`src/rtl/kd_pkg.sv`:
```
// kd_pkg: shared widths, helpers and FSM state encoding for the kd-tree backtrack engine.
// Latency: n/a (package only).
// Backpressure: n/a (package only).
package kd_pkg;

  localparam int KD_DIM_DEF        = 3;
  localparam int KD_DATA_RANGE_DEF = 255;

  // Bits per coordinate.
  function automatic int dim_size(input int data_range);
    return $clog2(data_range);
  endfunction

  // Bits for a whole packed point; axis k lives at [k*dim_size +: dim_size].
  function automatic int center_size(input int dim, input int data_range);
    return dim * $clog2(data_range);
  endfunction

  // Bits for a Manhattan distance. The largest sum is dim*data_range.
  function automatic int dist_size(input int dim, input int data_range);
    return $clog2(data_range * dim);
  endfunction

  // Bits for an axis index. Kept at least 1 so a 1-D tree still has a port.
  function automatic int axis_size(input int dim);
    return (dim > 1) ? $clog2(dim) : 1;
  endfunction

  // Axis values outside 0..dim-1 fall back to axis 0.
  function automatic int axis_sel(input int axis, input int dim);
    return (axis >= 0 && axis < dim) ? axis : 0;
  endfunction

  localparam logic [2:0] ST_IDLE  = 3'd0;
  localparam logic [2:0] ST_CALC  = 3'd1;
  localparam logic [2:0] ST_SEND1 = 3'd2;
  localparam logic [2:0] ST_WAIT1 = 3'd3;
  localparam logic [2:0] ST_PRUNE = 3'd4;
  localparam logic [2:0] ST_SEND2 = 3'd5;
  localparam logic [2:0] ST_WAIT2 = 3'd6;
  localparam logic [2:0] ST_REPLY = 3'd7;

endpackage

```
`src/rtl/kd_backtrack_node_if.sv`:
```
// kd_backtrack_node_if: bundles the parent query, child down/reply and parent reply channels.
// Latency: n/a (wires only).
// Backpressure: valid/ready on query, down, child and up channels.
// Ports: slave = engine side, master = parent/children side.
interface kd_backtrack_node_if #(
  parameter int DIM        = 3,
  parameter int DATA_RANGE = 255
) ();
  import kd_pkg::*;

  localparam int CW = center_size(DIM, DATA_RANGE);
  localparam int DW = dist_size(DIM, DATA_RANGE);
  localparam int AW = axis_size(DIM);

  logic          query_valid;
  logic          query_ready;
  logic [CW-1:0] query_point;
  logic [CW-1:0] node_center;
  logic [AW-1:0] axis;
  logic          has_left;
  logic          has_right;
  logic          down_valid;
  logic          down_ready;
  logic          down_sel;
  logic [CW-1:0] down_point;
  logic          child_valid;
  logic          child_ready;
  logic [CW-1:0] child_best;
  logic [DW-1:0] child_dist;
  logic          up_valid;
  logic          up_ready;
  logic [CW-1:0] up_best;
  logic [DW-1:0] up_dist;

  modport slave (
    input  query_valid, query_point, node_center, axis, has_left, has_right,
    output query_ready,
    output down_valid, down_sel, down_point,
    input  down_ready,
    input  child_valid, child_best, child_dist,
    output child_ready,
    output up_valid, up_best, up_dist,
    input  up_ready
  );

  modport master (
    output query_valid, query_point, node_center, axis, has_left, has_right,
    input  query_ready,
    input  down_valid, down_sel, down_point,
    output down_ready,
    output child_valid, child_best, child_dist,
    input  child_ready,
    input  up_valid, up_best, up_dist,
    output up_ready
  );

endinterface

```
`src/rtl/kd_manhattan_comb.sv`:
```
// kd_manhattan_comb: Manhattan distance between two points plus the distance along one axis.
// Latency: combinational.
// Backpressure: none.
// Ports: a_i/b_i packed points, axis_i split axis, dist_o full L1 distance, axis_dist_o |a_axis-b_axis|.
module kd_manhattan_comb
  import kd_pkg::*;
#(
  parameter int DIM        = 3,
  parameter int DATA_RANGE = 255,
  localparam int CW = center_size(DIM, DATA_RANGE),
  localparam int DW = dist_size(DIM, DATA_RANGE),
  localparam int AW = axis_size(DIM),
  localparam int DS = dim_size(DATA_RANGE)
) (
  input  logic [CW-1:0] a_i,
  input  logic [CW-1:0] b_i,
  input  logic [AW-1:0] axis_i,
  output logic [DW-1:0] dist_o,
  output logic [DW-1:0] axis_dist_o
);

  logic [DS-1:0] ak, bk, dk;
  logic [DW-1:0] sum;
  int            ax;

  always_comb begin
    sum = '0;
    ak  = '0;
    bk  = '0;
    dk  = '0;
    for (int k = 0; k < DIM; k++) begin
      ak  = a_i[k*DS +: DS];
      bk  = b_i[k*DS +: DS];
      dk  = (ak > bk) ? (ak - bk) : (bk - ak);
      sum = sum + DW'(dk);
    end
    dist_o = sum;
  end

  always_comb begin
    ax          = axis_sel(int'(axis_i), DIM);
    axis_dist_o = (a_i[ax*DS +: DS] > b_i[ax*DS +: DS]) ?
                  DW'(a_i[ax*DS +: DS] - b_i[ax*DS +: DS]) :
                  DW'(b_i[ax*DS +: DS] - a_i[ax*DS +: DS]);
  end

endmodule

```
`src/rtl/kd_backtrack_node.sv`:
```
// kd_backtrack_node: per-node kd-tree nearest-neighbour engine (descend near, maybe far, reply best).
// Latency: leaf replies in the 3rd cycle after query accept (CALC, PRUNE, REPLY); each child visit adds its round trip.
// Backpressure: valid/ready on every channel; valids and payloads hold until their transfer.
// Ports: clk, rst (async active-low), bus (kd_backtrack_node_if.slave).
// Optional: define KD_BT_STATS_EN to add saturating visit_count/prune_count outputs.
module kd_backtrack_node
  import kd_pkg::*;
#(
  parameter int DIM        = 3,
  parameter int DATA_RANGE = 255
) (
  input  logic                   clk,
  input  logic                   rst,
  kd_backtrack_node_if.slave     bus
`ifdef KD_BT_STATS_EN
  ,
  output logic [15:0]            visit_count,
  output logic [15:0]            prune_count
`endif
);

  localparam int CW = center_size(DIM, DATA_RANGE);
  localparam int DW = dist_size(DIM, DATA_RANGE);
  localparam int DS = dim_size(DATA_RANGE);

  logic [2:0]    state_q, state_d;
  logic [CW-1:0] qpt_q, qpt_d;
  logic [CW-1:0] best_q, best_d;
  logic [DW-1:0] best_dist_q, best_dist_d;
  logic          near_q, near_d;     // 1 = right child is the near side

  logic [DW-1:0] dist_w, axis_dist_w;
  logic [DS-1:0] q_ax, c_ax;
  int            ax;
  logic          near_right_w;
  logic          near_present_w;
  logic          far_present_w;
  logic          visit_far_w;

  kd_manhattan_comb #(.DIM(DIM), .DATA_RANGE(DATA_RANGE)) u_dist (
    .a_i         (qpt_q),
    .b_i         (bus.node_center),
    .axis_i      (bus.axis),
    .dist_o      (dist_w),
    .axis_dist_o (axis_dist_w)
  );

  always_comb begin
    ax             = axis_sel(int'(bus.axis), DIM);
    q_ax           = qpt_q[ax*DS +: DS];
    c_ax           = bus.node_center[ax*DS +: DS];
    // Ties on the split axis go right.
    near_right_w   = !(q_ax < c_ax);
    near_present_w = near_right_w ? bus.has_right : bus.has_left;
    // In PRUNE the near side is already registered.
    far_present_w  = near_q ? bus.has_left : bus.has_right;
    visit_far_w    = far_present_w && (best_dist_q > axis_dist_w);
  end

  always_comb begin
    state_d     = state_q;
    qpt_d       = qpt_q;
    best_d      = best_q;
    best_dist_d = best_dist_q;
    near_d      = near_q;
    case (state_q)
      ST_IDLE: begin
        if (bus.query_valid) begin
          qpt_d   = bus.query_point;
          state_d = ST_CALC;
        end
      end
      ST_CALC: begin
        best_d      = bus.node_center;
        best_dist_d = dist_w;
        near_d      = near_right_w;
        state_d     = near_present_w ? ST_SEND1 : ST_PRUNE;
      end
      ST_SEND1: if (bus.down_ready) state_d = ST_WAIT1;
      ST_WAIT1: begin
        if (bus.child_valid) begin
          if (bus.child_dist < best_dist_q) begin
            best_d      = bus.child_best;
            best_dist_d = bus.child_dist;
          end
          state_d = ST_PRUNE;
        end
      end
      ST_PRUNE: state_d = visit_far_w ? ST_SEND2 : ST_REPLY;
      ST_SEND2: if (bus.down_ready) state_d = ST_WAIT2;
      ST_WAIT2: begin
        if (bus.child_valid) begin
          if (bus.child_dist < best_dist_q) begin
            best_d      = bus.child_best;
            best_dist_d = bus.child_dist;
          end
          state_d = ST_REPLY;
        end
      end
      ST_REPLY: if (bus.up_ready) state_d = ST_IDLE;
      default:  state_d = ST_IDLE;
    endcase
  end

  always_ff @(posedge clk or negedge rst) begin
    if (!rst) begin
      state_q     <= ST_IDLE;
      qpt_q       <= '0;
      best_q      <= '0;
      best_dist_q <= '0;
      near_q      <= 1'b0;
    end else begin
      state_q     <= state_d;
      qpt_q       <= qpt_d;
      best_q      <= best_d;
      best_dist_q <= best_dist_d;
      near_q      <= near_d;
    end
  end

  assign bus.query_ready = (state_q == ST_IDLE);
  assign bus.down_valid  = (state_q == ST_SEND1) || (state_q == ST_SEND2);
  assign bus.down_sel    = (state_q == ST_SEND2) ? ~near_q : near_q;
  assign bus.down_point  = qpt_q;
  assign bus.child_ready = (state_q == ST_WAIT1) || (state_q == ST_WAIT2);
  assign bus.up_valid    = (state_q == ST_REPLY);
  assign bus.up_best     = best_q;
  assign bus.up_dist     = best_dist_q;

`ifdef KD_BT_STATS_EN
  logic [15:0] visit_q, prune_q;
  logic        down_xfer_w, prune_skip_w;

  assign down_xfer_w  = bus.down_valid && bus.down_ready;
  assign prune_skip_w = (state_q == ST_PRUNE) && far_present_w && !visit_far_w;

  always_ff @(posedge clk or negedge rst) begin
    if (!rst) begin
      visit_q <= '0;
      prune_q <= '0;
    end else begin
      if (down_xfer_w && (visit_q != 16'hFFFF)) visit_q <= visit_q + 16'd1;
      if (prune_skip_w && (prune_q != 16'hFFFF)) prune_q <= prune_q + 16'd1;
    end
  end

  assign visit_count = visit_q;
  assign prune_count = prune_q;
`endif

endmodule
```
`src/flat_wrapper.sv`:
```
// flat-port wrapper written by rule: the top's interface ports become plain ports
module kd_backtrack_node_flat import kd_pkg::*;
#(
  parameter int DIM        = 3,
  parameter int DATA_RANGE = 255
)
  (clk, rst, bus_query_valid, bus_query_point, bus_node_center, bus_axis, bus_has_left, bus_has_right, bus_query_ready, bus_down_valid, bus_down_sel, bus_down_point, bus_down_ready, bus_child_valid, bus_child_best, bus_child_dist, bus_child_ready, bus_up_valid, bus_up_best, bus_up_dist, bus_up_ready);
  kd_backtrack_node_if #(.DIM(DIM), .DATA_RANGE(DATA_RANGE)) bus_i ();
  input  logic clk;
  input  logic rst;
  input wire logic [$bits(bus_i.query_valid)-1:0] bus_query_valid;
  input wire logic [$bits(bus_i.query_point)-1:0] bus_query_point;
  input wire logic [$bits(bus_i.node_center)-1:0] bus_node_center;
  input wire logic [$bits(bus_i.axis)-1:0] bus_axis;
  input wire logic [$bits(bus_i.has_left)-1:0] bus_has_left;
  input wire logic [$bits(bus_i.has_right)-1:0] bus_has_right;
  output wire logic [$bits(bus_i.query_ready)-1:0] bus_query_ready;
  output wire logic [$bits(bus_i.down_valid)-1:0] bus_down_valid;
  output wire logic [$bits(bus_i.down_sel)-1:0] bus_down_sel;
  output wire logic [$bits(bus_i.down_point)-1:0] bus_down_point;
  input wire logic [$bits(bus_i.down_ready)-1:0] bus_down_ready;
  input wire logic [$bits(bus_i.child_valid)-1:0] bus_child_valid;
  input wire logic [$bits(bus_i.child_best)-1:0] bus_child_best;
  input wire logic [$bits(bus_i.child_dist)-1:0] bus_child_dist;
  output wire logic [$bits(bus_i.child_ready)-1:0] bus_child_ready;
  output wire logic [$bits(bus_i.up_valid)-1:0] bus_up_valid;
  output wire logic [$bits(bus_i.up_best)-1:0] bus_up_best;
  output wire logic [$bits(bus_i.up_dist)-1:0] bus_up_dist;
  input wire logic [$bits(bus_i.up_ready)-1:0] bus_up_ready;
  assign bus_i.query_valid = bus_query_valid;
  assign bus_i.query_point = bus_query_point;
  assign bus_i.node_center = bus_node_center;
  assign bus_i.axis = bus_axis;
  assign bus_i.has_left = bus_has_left;
  assign bus_i.has_right = bus_has_right;
  assign bus_query_ready = bus_i.query_ready;
  assign bus_down_valid = bus_i.down_valid;
  assign bus_down_sel = bus_i.down_sel;
  assign bus_down_point = bus_i.down_point;
  assign bus_i.down_ready = bus_down_ready;
  assign bus_i.child_valid = bus_child_valid;
  assign bus_i.child_best = bus_child_best;
  assign bus_i.child_dist = bus_child_dist;
  assign bus_child_ready = bus_i.child_ready;
  assign bus_up_valid = bus_i.up_valid;
  assign bus_up_best = bus_i.up_best;
  assign bus_up_dist = bus_i.up_dist;
  assign bus_i.up_ready = bus_up_ready;
  kd_backtrack_node #(.DIM(DIM), .DATA_RANGE(DATA_RANGE)) u_core (.clk(clk), .rst(rst), .bus(bus_i));
endmodule
```
`config.mk`:
```
export PLATFORM = sky130hd
export DESIGN_NAME = kd_backtrack_node_flat
export DESIGN_NICKNAME = d
export VERILOG_FILES = /design/src/rtl/kd_pkg.sv /design/src/rtl/kd_backtrack_node_if.sv /design/src/rtl/kd_manhattan_comb.sv /design/src/rtl/kd_backtrack_node.sv /design/src/flat_wrapper.sv
export SDC_FILE = /design/constraint.sdc
export NUM_CORES = 1
export LEC_CHECK = 0
export ABC_AREA = 1
export CAP_MARGIN = 40
export CORE_UTILIZATION = 59
export CTS_BUF_LIST = sky130_fd_sc_hd__clkbuf_4
export DETAILED_ROUTE_END_ITERATION = 16
export GPL_ROUTABILITY_DRIVEN = 0
export MAX_ROUTING_LAYER = met4
export PLACE_DENSITY_LB_ADDON = 0.2
export SYNTH_ARGS = -nofsm -noshare
export SYNTH_HDL_FRONTEND = slang
export SYNTH_HIERARCHICAL = 1
export SYNTH_SLANG_ARGS = --single-unit
```
`constraint.sdc`:
```
create_clock -name clk -period 8.56 [get_ports clk]
set_input_delay 0.856 -clock clk [delete_from_list [all_inputs] [get_ports clk]]
set_output_delay 0.856 -clock clk [all_outputs]
set_load 0.01 [all_outputs]
```
==> impl_metrics.toml <==
[synth]
synth_xor_area_share_pct = 3.06
syn_area_per_cell_um2 = 6.67
netlist.area_leader.share_pct = 19.4
synth_top_family_by_area = "simple AND/OR/NAND/NOR gates"
synth_top_cell_by_area = "dfrtp_1"
yosysSeqAreaShare_pct = 19.4
syn_area_um2 = 8010
netlist_instances = 1202
synth_seq_cells = 62
yosys.area_share.simple_pct = 26.2
yosys.cell_types.count = 45
synthTopCellsByCount = "nand2_1, inv_1, ha_1, a21oi_1, dfrtp_1"
yosys.area_share.adder_pct = 18.9
yosysMostFrequentCell = "nand2_1"
ys_warn_count = 6
synth_edf_count = 0
ys.flop_type = "dfrtp_1"
ys_async_sr_fraction_pct = 100
synth_area_leaders = "dfrtp_1, nand2_1, ha_1"
mappedNetlistNets = 1405
synthMuxAreaShare_pct = 6.34
synth_compound_area_share_pct = 12.3

[floorplanning]
fp.dieW_um = 119
core_um2 = 13200
rows = 42
initial_core_util_pct = 60.5
dieArea_um2 = 14100
io_pins = 155
fp.dieH_um = 119

[worst_setup_path]
path_max_fanout = 17
end_kind = "flop"
worstSetupPathType = "input port to flop"
cp-endpoint = "u_core/state_q[1]"
reg2reg_to = "u_core/bus.up_dist[7]"
rr_worst_depth = 22
cp.arrival_ns = 5.24
r2r_start = "u_core/bus.down_point[8]"
startpoint_type = "input port"
reg2reg_slack_ns = 4.34
crit_required_ns = 8.93
startpoint = "bus_axis[1]"

[routing]
drtIter0Drc = 965
vias = 8540
totalWireLength_um = 24700
wire_per_inst_um = 16.2
route.detailed.drc = 0
vias_per_cell = 5.60
postRouteAntennaNets = 0
first_pass_iters = 7

[clocking]
clockBufferDepth = 2
htree_levels = 3
clk_latency_ns = 0.47
root_buffer = "clkbuf_4"
post_cts_buffers = 0
hold_buffers = 0
post_cts_resized = 0
clk_pin_slew_worst_paths_ns = 0.12
cts_tree = "done"
cts-buffers-inserted = 9
clock_sinks = 62

[finish]
n_fill_cell = 1145
diodes = 0
regArea_um2 = 1550
multi_input_area_um2 = 5360
area_growth_pct = 21.8
drive_gt1_share_pct = 5.12
fin_nets = 1546
fin_area_um2 = 9760

[sta]
max_clock_freq_mhz = 205
final.period_utilization_pct = 57.0
worstMarginPinSlew_ns = 0.820
fin_crit_ns = 4.88
fin_ws_ns = 3.68
tns_ns = 0
slew_headroom_pct = 45.4
rsz0062_at_grt = "false"
setup_viol = 0
finClkSkew_ns = 0.0212
hold_viol_final = 0
drv_slew = 0

[hold_path]
hold_path.class = "flop to flop"
holdPathStages = 2

[global_route]
grt_pass1_vias = 8100
grt_pass1_wl_um = 39700
grt_util_all_layers_pct = 37.2
grt_antenna_before_repair = 0
grt_max_degree = 63
grt_overflow_total = 0

[outcome]
status = "completed"

[place]
io_buffer_count = 154
dp_slack_ns = 3.33
dp_hpwl_um = 20100
place_area_um2 = 9620

[job]
cap_violations = 0
worst min path at each step:
stage	startpoint	end	slack, ns
final	u_core/bus.up_best[12]	u_core/bus.up_best[12]	0.50
after global routing	u_core/bus.up_best[7]	u_core/bus.up_best[7]	0.54
after CTS	u_core/bus.up_best[12]	u_core/bus.up_best[12]	0.50
after detailed placement	u_core/bus.up_best[12]	u_core/bus.up_best[12]	0.48
after global placement	u_core/bus.up_best[1]	u_core/bus.up_best[1]	0.47
after floorplan	u_core/bus.up_best[0]	u_core/bus.up_best[0]	0.52
cells by family (layout without fill, tap and decap cells):
| kind of cell | count (synthesis) | count (layout) |
|---|---|---|
| XOR/XNOR | 28 | 28 |
| multiplexers | 48 | 48 |
| flip-flops | 62 | 62 |
| buffers and inverters | 275 | 421 |
| AO/OA/AOI/OAI | 171 | 171 |
| AND/OR/NAND/NOR | 507 | 507 |
| adder cells (fa/ha/maj) | 111 | 111 |
metrics by stage:
step / hold WS (ns) / std cells / util (%)
6_report: 0.500 / 1524 / 73.7
3_3_place_gp: 0.470 / 1507 / 72.6
4_1_cts: 0.504 / 1524 / 73.7
2_1_floorplan: 0.519 / 1202 / -
5_1_grt: 0.539 / 1524 / 73.7
3_5_place_dp: 0.478 / 1508 / 72.7
registers in the layout, summed over array words and instances, names as in the netlist:
name / cells
u_core/bus.down_point: 24
u_core/bus.up_best: 24
u_core/bus.up_dist: 10
u_core/state_q: 3
u_core/near_q: 1
per-layer routing:
layer	track usage, %	share of wire [%]	vias up
met3	8.30	9.9	77
met1	46.0	41	3870
met5	-	0	-
li1	-	-	4088
met4	15.0	4.0	0
met2	58.9	45	505
worst max-delay path: stages:
cell and delay [ns]:
clkdlybuf4s50_1 0.52, inv_1 0.08, nand2_2 0.27, inv_1 0.07, nor2_1 0.46, buf_4 0.27
a21oi_1 0.11, ha_1 0.46, nand2_1 0.18, inv_2 0.06, nand2_1 0.06, nand2_1 0.04
nand2_1 0.06, nand3_2 0.12, nand2_2 0.23, nand2_1 0.07, nand2_1 0.09, inv_1 0.04
ha_1 0.28, nand2_1 0.07, nor2_1 0.18, o211ai_1 0.12, nand3_1 0.10, nand3_1 0.07
a31oi_1 0.15, nand2_1 0.07, nand2_1 0.07, nand2_1 0.05
final cells by class:
type                    count  share of cell area [%]
clock buffers              10                   0.769
repair buffers            159                    16.1
well taps                 176                    2.26
inverters                 246                    9.46
flip-flops and latches     62                    15.9
clock inverters             6                   0.628
multi-input cells         865                    54.9
cells in the final DEF (no fill, tap or decap), types with 7 or more instances in the layout:
cell / instances
xor2_1: 24
dfrtp_1: 62
o21ai_0: 28
nand4_1: 16
nand2_1: 356
clkdlybuf4s50_1: 153
o22ai_1: 19
mux2_2: 22
o21a_1: 8
ha_1: 94
a21oi_1: 63
inv_1: 239
a221oi_1: 7
mux2i_1: 26
nand3_1: 55
fa_1: 17
nor2_1: 57
nand2_2: 10
o21ai_1: 24
clkbuf_4: 10
Power is left out: the tool's default activity adds up to more than one toggle a clock period on the data nets, which glitch-free logic cannot reach.
==> variant 1: new RTL, same settings <==
`DIM` is set to 3 in 4 places; all go to 5.
--- a/src/rtl/kd_backtrack_node_if.sv
+++ b/src/rtl/kd_backtrack_node_if.sv
@@ -5,3 +5,3 @@
 interface kd_backtrack_node_if #(
-  parameter int DIM        = 3,
+  parameter int DIM        = 5,
   parameter int DATA_RANGE = 255
--- a/src/rtl/kd_manhattan_comb.sv
+++ b/src/rtl/kd_manhattan_comb.sv
@@ -7,3 +7,3 @@
 #(
-  parameter int DIM        = 3,
+  parameter int DIM        = 5,
   parameter int DATA_RANGE = 255,
--- a/src/rtl/kd_backtrack_node.sv
+++ b/src/rtl/kd_backtrack_node.sv
@@ -8,3 +8,3 @@
 #(
-  parameter int DIM        = 3,
+  parameter int DIM        = 5,
   parameter int DATA_RANGE = 255
--- a/src/flat_wrapper.sv
+++ b/src/flat_wrapper.sv
@@ -3,3 +3,3 @@
 #(
-  parameter int DIM        = 3,
+  parameter int DIM        = 5,
   parameter int DATA_RANGE = 255
Ports: changed (8 resized); port bits go from 155 to 238. The function was not compared with the original's and may differ.
==> variant 1 against the unedited design <==
Worst setup slack worse by 0.67 ns. Critical endpoint is now u_core/bus.up_dist[7]$_DFFE_PN0P_. Non-clock buffer count grew 88. Clock skew rose by 0.0073 ns. Routed wire length grew 72%. Synthesized area is 58% higher. Via count is 58% higher. Global-route usage grew 2.5 points. Sequential share of layout area fell by 0.25 points. Final area is 56% higher. Sequential cell count grew 33.
Power is not shown: default switching activity piles up to over one toggle a cycle in this logic, so the estimate is an artifact.
==> variant 1: results (changes against the unedited design) <==
Final layout
  – Layout non-clock buf frac: 16.30% (was 16.13%)
  – Register Area: 2377 um2 (was 1551 um2)
  – Diodes inserted: 5 (was 0)
  – Number of non-clock inverters: 370 (was 246)
  – Multi-input gates: 1420 (was 865)
  – Fillers: 1765 (was 1145)
  – Share of cells above drive strength 1: 8.054% (was 5.119%)
  – Clk tree area frac: 1.013% (was 1.397%)
  – Multi-input gate area: 8441 um2 (was 5355 um2)

Global route
  – Largest net degree at the start of global routing: 73 (was 63)
  – Overall Global Routing Usage: 39.69% (was 37.23%)
  – Met3 usage: 7.577% (was 8.301%)
  – Initial antenna violation count: 3 (was 0)

Timing
  – Clock Skew: 0.02846 ns (was 0.02117 ns)

Setup path
  – Critical path origin: bus_node_center[24] (was bus_axis[1])
  – CP max FO: 10 (was 17)
  – R2r worst-path depth: 24 (was 22)
  – Crit path DAT: 6.01 ns (was 5.24 ns)
  – CP top delay family: adder cells (was simple AND/OR/NAND/NOR gates)

Placement
  – Port Buf Inserts: 237 (was 154)
  – Place WS: 2.589 ns (was 3.329 ns)
  – Final HPWL DP: 33.93 mm (was 20.11 mm)

Route
  – Routed WL: 42.39 mm (was 24.71 mm)
  – WL met2: 19.19 mm (was 11.22 mm)
  – Routed vias: 13510 (was 8540)
  – DRT Pass-1 Iters: 6 (was 7)
  – WL met1: 16.43 mm (was 10.07 mm)

Synthesis
  – Register area share after synthesis: 18.80% (was 19.36%)
  – Syn Inst Count: 1954 (was 1202)
  – Syn nets: 2261 (was 1405)

CTS
  – Clock-pin slew on the worst setup and hold paths: 0.20 ns (was 0.12 ns)
  – Clk_lat worst skew: 0.53 ns (was 0.47 ns)

Min path
  – Worst Hold Class: in -> async (was reg -> reg)

Run status
  – Status: complete, no violations (unchanged)
## variant 1: stage by stage
step,utilization [%],cell area (um2)
after global routing,72.28,15190
after floorplan,-,12650
after detailed placement,71.50,15030
after CTS,72.23,15180
after global placement,71.28,14980
final,72.29,15200
## variant 1: cells by family (layout without fill, tap and decap cells)
logic type | Yosys count | in the layout | synth area share [%]
AND/OR/NAND/NOR | 880 | 880 | 27.98
buffers and inverters | 439 | 633 | 14.53
AO/OA/AOI/OAI | 306 | 306 | 14.91
adder cells (fa/ha/maj) | 165 | 165 | 18.40
flip-flops | 95 | 95 | 18.80
XOR/XNOR | 39 | 39 | 2.701
multiplexers | 30 | 30 | 2.671
other | 0 | 5 | 0
## variant 1: worst reg2reg max path, delay by kind of cell, from the launching register on
kind	cells	cell delay, ns
and+or+nand+nor	10	0.83
adders and majority gates	6	2.56
AOI/OAI and AO/OA	3	0.69
xor gates and xnor gates	1	0.16
DFF	1	0.54
buffers and inverters	4	0.40
==> variant 2: new RTL, config.mk and constraints unchanged <==
Made on the original files. `ST_WAIT2`: 3'd6 -> 3'd3.
--- a/src/rtl/kd_pkg.sv
+++ b/src/rtl/kd_pkg.sv
@@ -39,3 +39,3 @@
   localparam logic [2:0] ST_SEND2 = 3'd5;
-  localparam logic [2:0] ST_WAIT2 = 3'd6;
+  localparam logic [2:0] ST_WAIT2 = 3'd3;
   localparam logic [2:0] ST_REPLY = 3'd7;
Function: changed (Yosys sat finds a counterexample within 10 cycles, from zero or initial values and one cycle with rst low).
==> variant 2 against the unedited design <==
Critical path depth shrank 7. Synthesized area shrank 0.23%. Worst setup slack gained 0.21 ns. Clock skew shrank 0.00083 ns. Final area grew 0.14%. Sequential share of layout area is essentially flat. Register-to-register slack lost 0.03 ns. Sequential cell count is the same. Maximum frequency grew 4.4%. Non-clock buffer count shrank 1. Routed wire length grew 0.49%.
Power is not shown: default switching activity piles up to over one toggle a cycle in this logic, so the estimate is an artifact.
==> variant 2: results (changes against the unedited design) <==
Route
  – DR iter-0 viols: 1096 (was 965)
  – Via density: 5.618 (was 5.604)
  – Routed WL: 24.84 mm (was 24.71 mm)
  – WL met2: 11.14 mm (was 11.22 mm)
  – DRT Pass-1 Iters: 6 (was 7)
  – WL met1: 10.24 mm (was 10.07 mm)
  – Wire per inst: 16.46 um (was 16.22 um)
  – Top Metal Used: met4 (unchanged)

Setup path
  – R2R setup slack: 4.31 ns (was 4.34 ns)
  – Critical path origin: bus_node_center[17] (was bus_axis[1])
  – Crit Reg-Reg Startpoint: u_core/bus.down_point[18]$_DFFE_PN0P_ (was u_core/bus.down_point[8]$_DFFE_PN0P_)
  – Worst Setup EP: u_core/bus.up_dist[7]$_DFFE_PN0P_ (was u_core/state_q[1]$_DFFE_PN0P_)
  – CP top delay family: adder cells (was simple AND/OR/NAND/NOR gates)
  – Slowest stage delay, CP: 0.70 ns (was 0.52 ns)
  – CP max FO: 9 (was 17)
  – R2r worst-path depth: 21 (was 22)

Synthesis
  – Adder-Cell Fraction of Synth Area: 18.97% (was 18.92%)
  – Synth top cells by count: 349 x nand2_1, 231 x inv_1, 94 x ha_1 (was 356 x nand2_1, 239 x inv_1, 94 x ha_1)
  – Netlist cell types: 44 (was 45)
  – Synth Area in Compound Gates: 11.74% (was 12.29%)
  – Multiplexer area fraction after synthesis: 7.246% (was 6.339%)
  – Xor and xnor area share after synthesis: 2.958% (was 3.060%)
  – Syn_area_per_cell: 6.741 um2 (was 6.667 um2)
  – Syn nets: 1389 (was 1405)
  – Top-area cell type share of the netlist area: 19.41% (was 19.36%)
  – Async S/R FF share, synth: 100.0% (unchanged)
  – Top post-synthesis cells by area: dfrtp_1 19%, nand2_1 16%, ha_1 15%, inv_1 11%, fa_1 4.3% (was dfrtp_1 19%, nand2_1 17%, ha_1 15%, inv_1 11%, fa_1 4.2%)

Min path
  – Hold Startpoint: u_core/bus.up_best[4]$_DFFE_PN0P_ (was u_core/bus.up_best[12]$_DFFE_PN0P_)
  – WHS Endpoint: u_core/bus.up_best[4]$_DFFE_PN0P_ (was u_core/bus.up_best[12]$_DFFE_PN0P_)

Timing
  – Worst hold slack: 0.5001 ns (about the same)
  – Max Clk Rate: 0.2142 GHz (was 0.2051 GHz)
  – Worst-margin pin slew: 0.8426 ns (was 0.8196 ns)
  – Clock Skew: 0.02033 ns (was 0.02117 ns)

Final layout
  – Share of cells above drive strength 1: 5.551% (was 5.119%)
  – Fillers: 1107 (was 1145)
  – Nets@finish: 1531 (was 1546)

Global route
  – Overall Global Routing Usage: 37.94% (was 37.23%)
  – Largest net degree at the start of global routing: 63 (unchanged)
  – Vias in the first global route: 8160 (was 8100)

CTS
  – Post-CTS sizing: 0 (unchanged)

Placement
  – Place WS: 3.465 ns (was 3.329 ns)
  – Final HPWL DP: 20.06 mm (was 20.11 mm)
  – Dpl cell area: 9618 um2 (was 9624 um2)

Run status
  – Status: complete, no violations (unchanged)
## variant 2: cell types whose count changed after synthesis, sizes merged, moves of 2 or more
cell	before	now
nor2	60	50
a221oi	7	1
nand2	366	358
or2	2	8
mux2i	26	32
o22ai	19	17
o21ai	55	59
nor3	3	6
a21oi	63	65
inv	244	237
clkbuf	5	2
o21a	8	2
o221ai	2	8
## variant 2: cell type report
cell class	count	area (um2)	share of cell area, %
clock buffer	9	67.56	0.6912
clock inverter	7	88.84	0.9089
inverter	238	893.4	9.140
multi-input combinational	859	5374	54.98
sequential	62	1551	15.87
tap	176	220.2	2.253
timing repair buffer	158	1579	16.15
## variant 2: per-layer routing
metal	track usage, %	vias up
li1	-	4047
met1	48.33	3858
met2	59.41	492
met3	5.116	80
met4	18.75	0
met5	-	-
## variant 2: tightest hold or removal path, stage by stage (launching register included)
cell and delay, ns:
dfrtp_1 0.36, nand2_1 0.05, o21ai_0 0.06
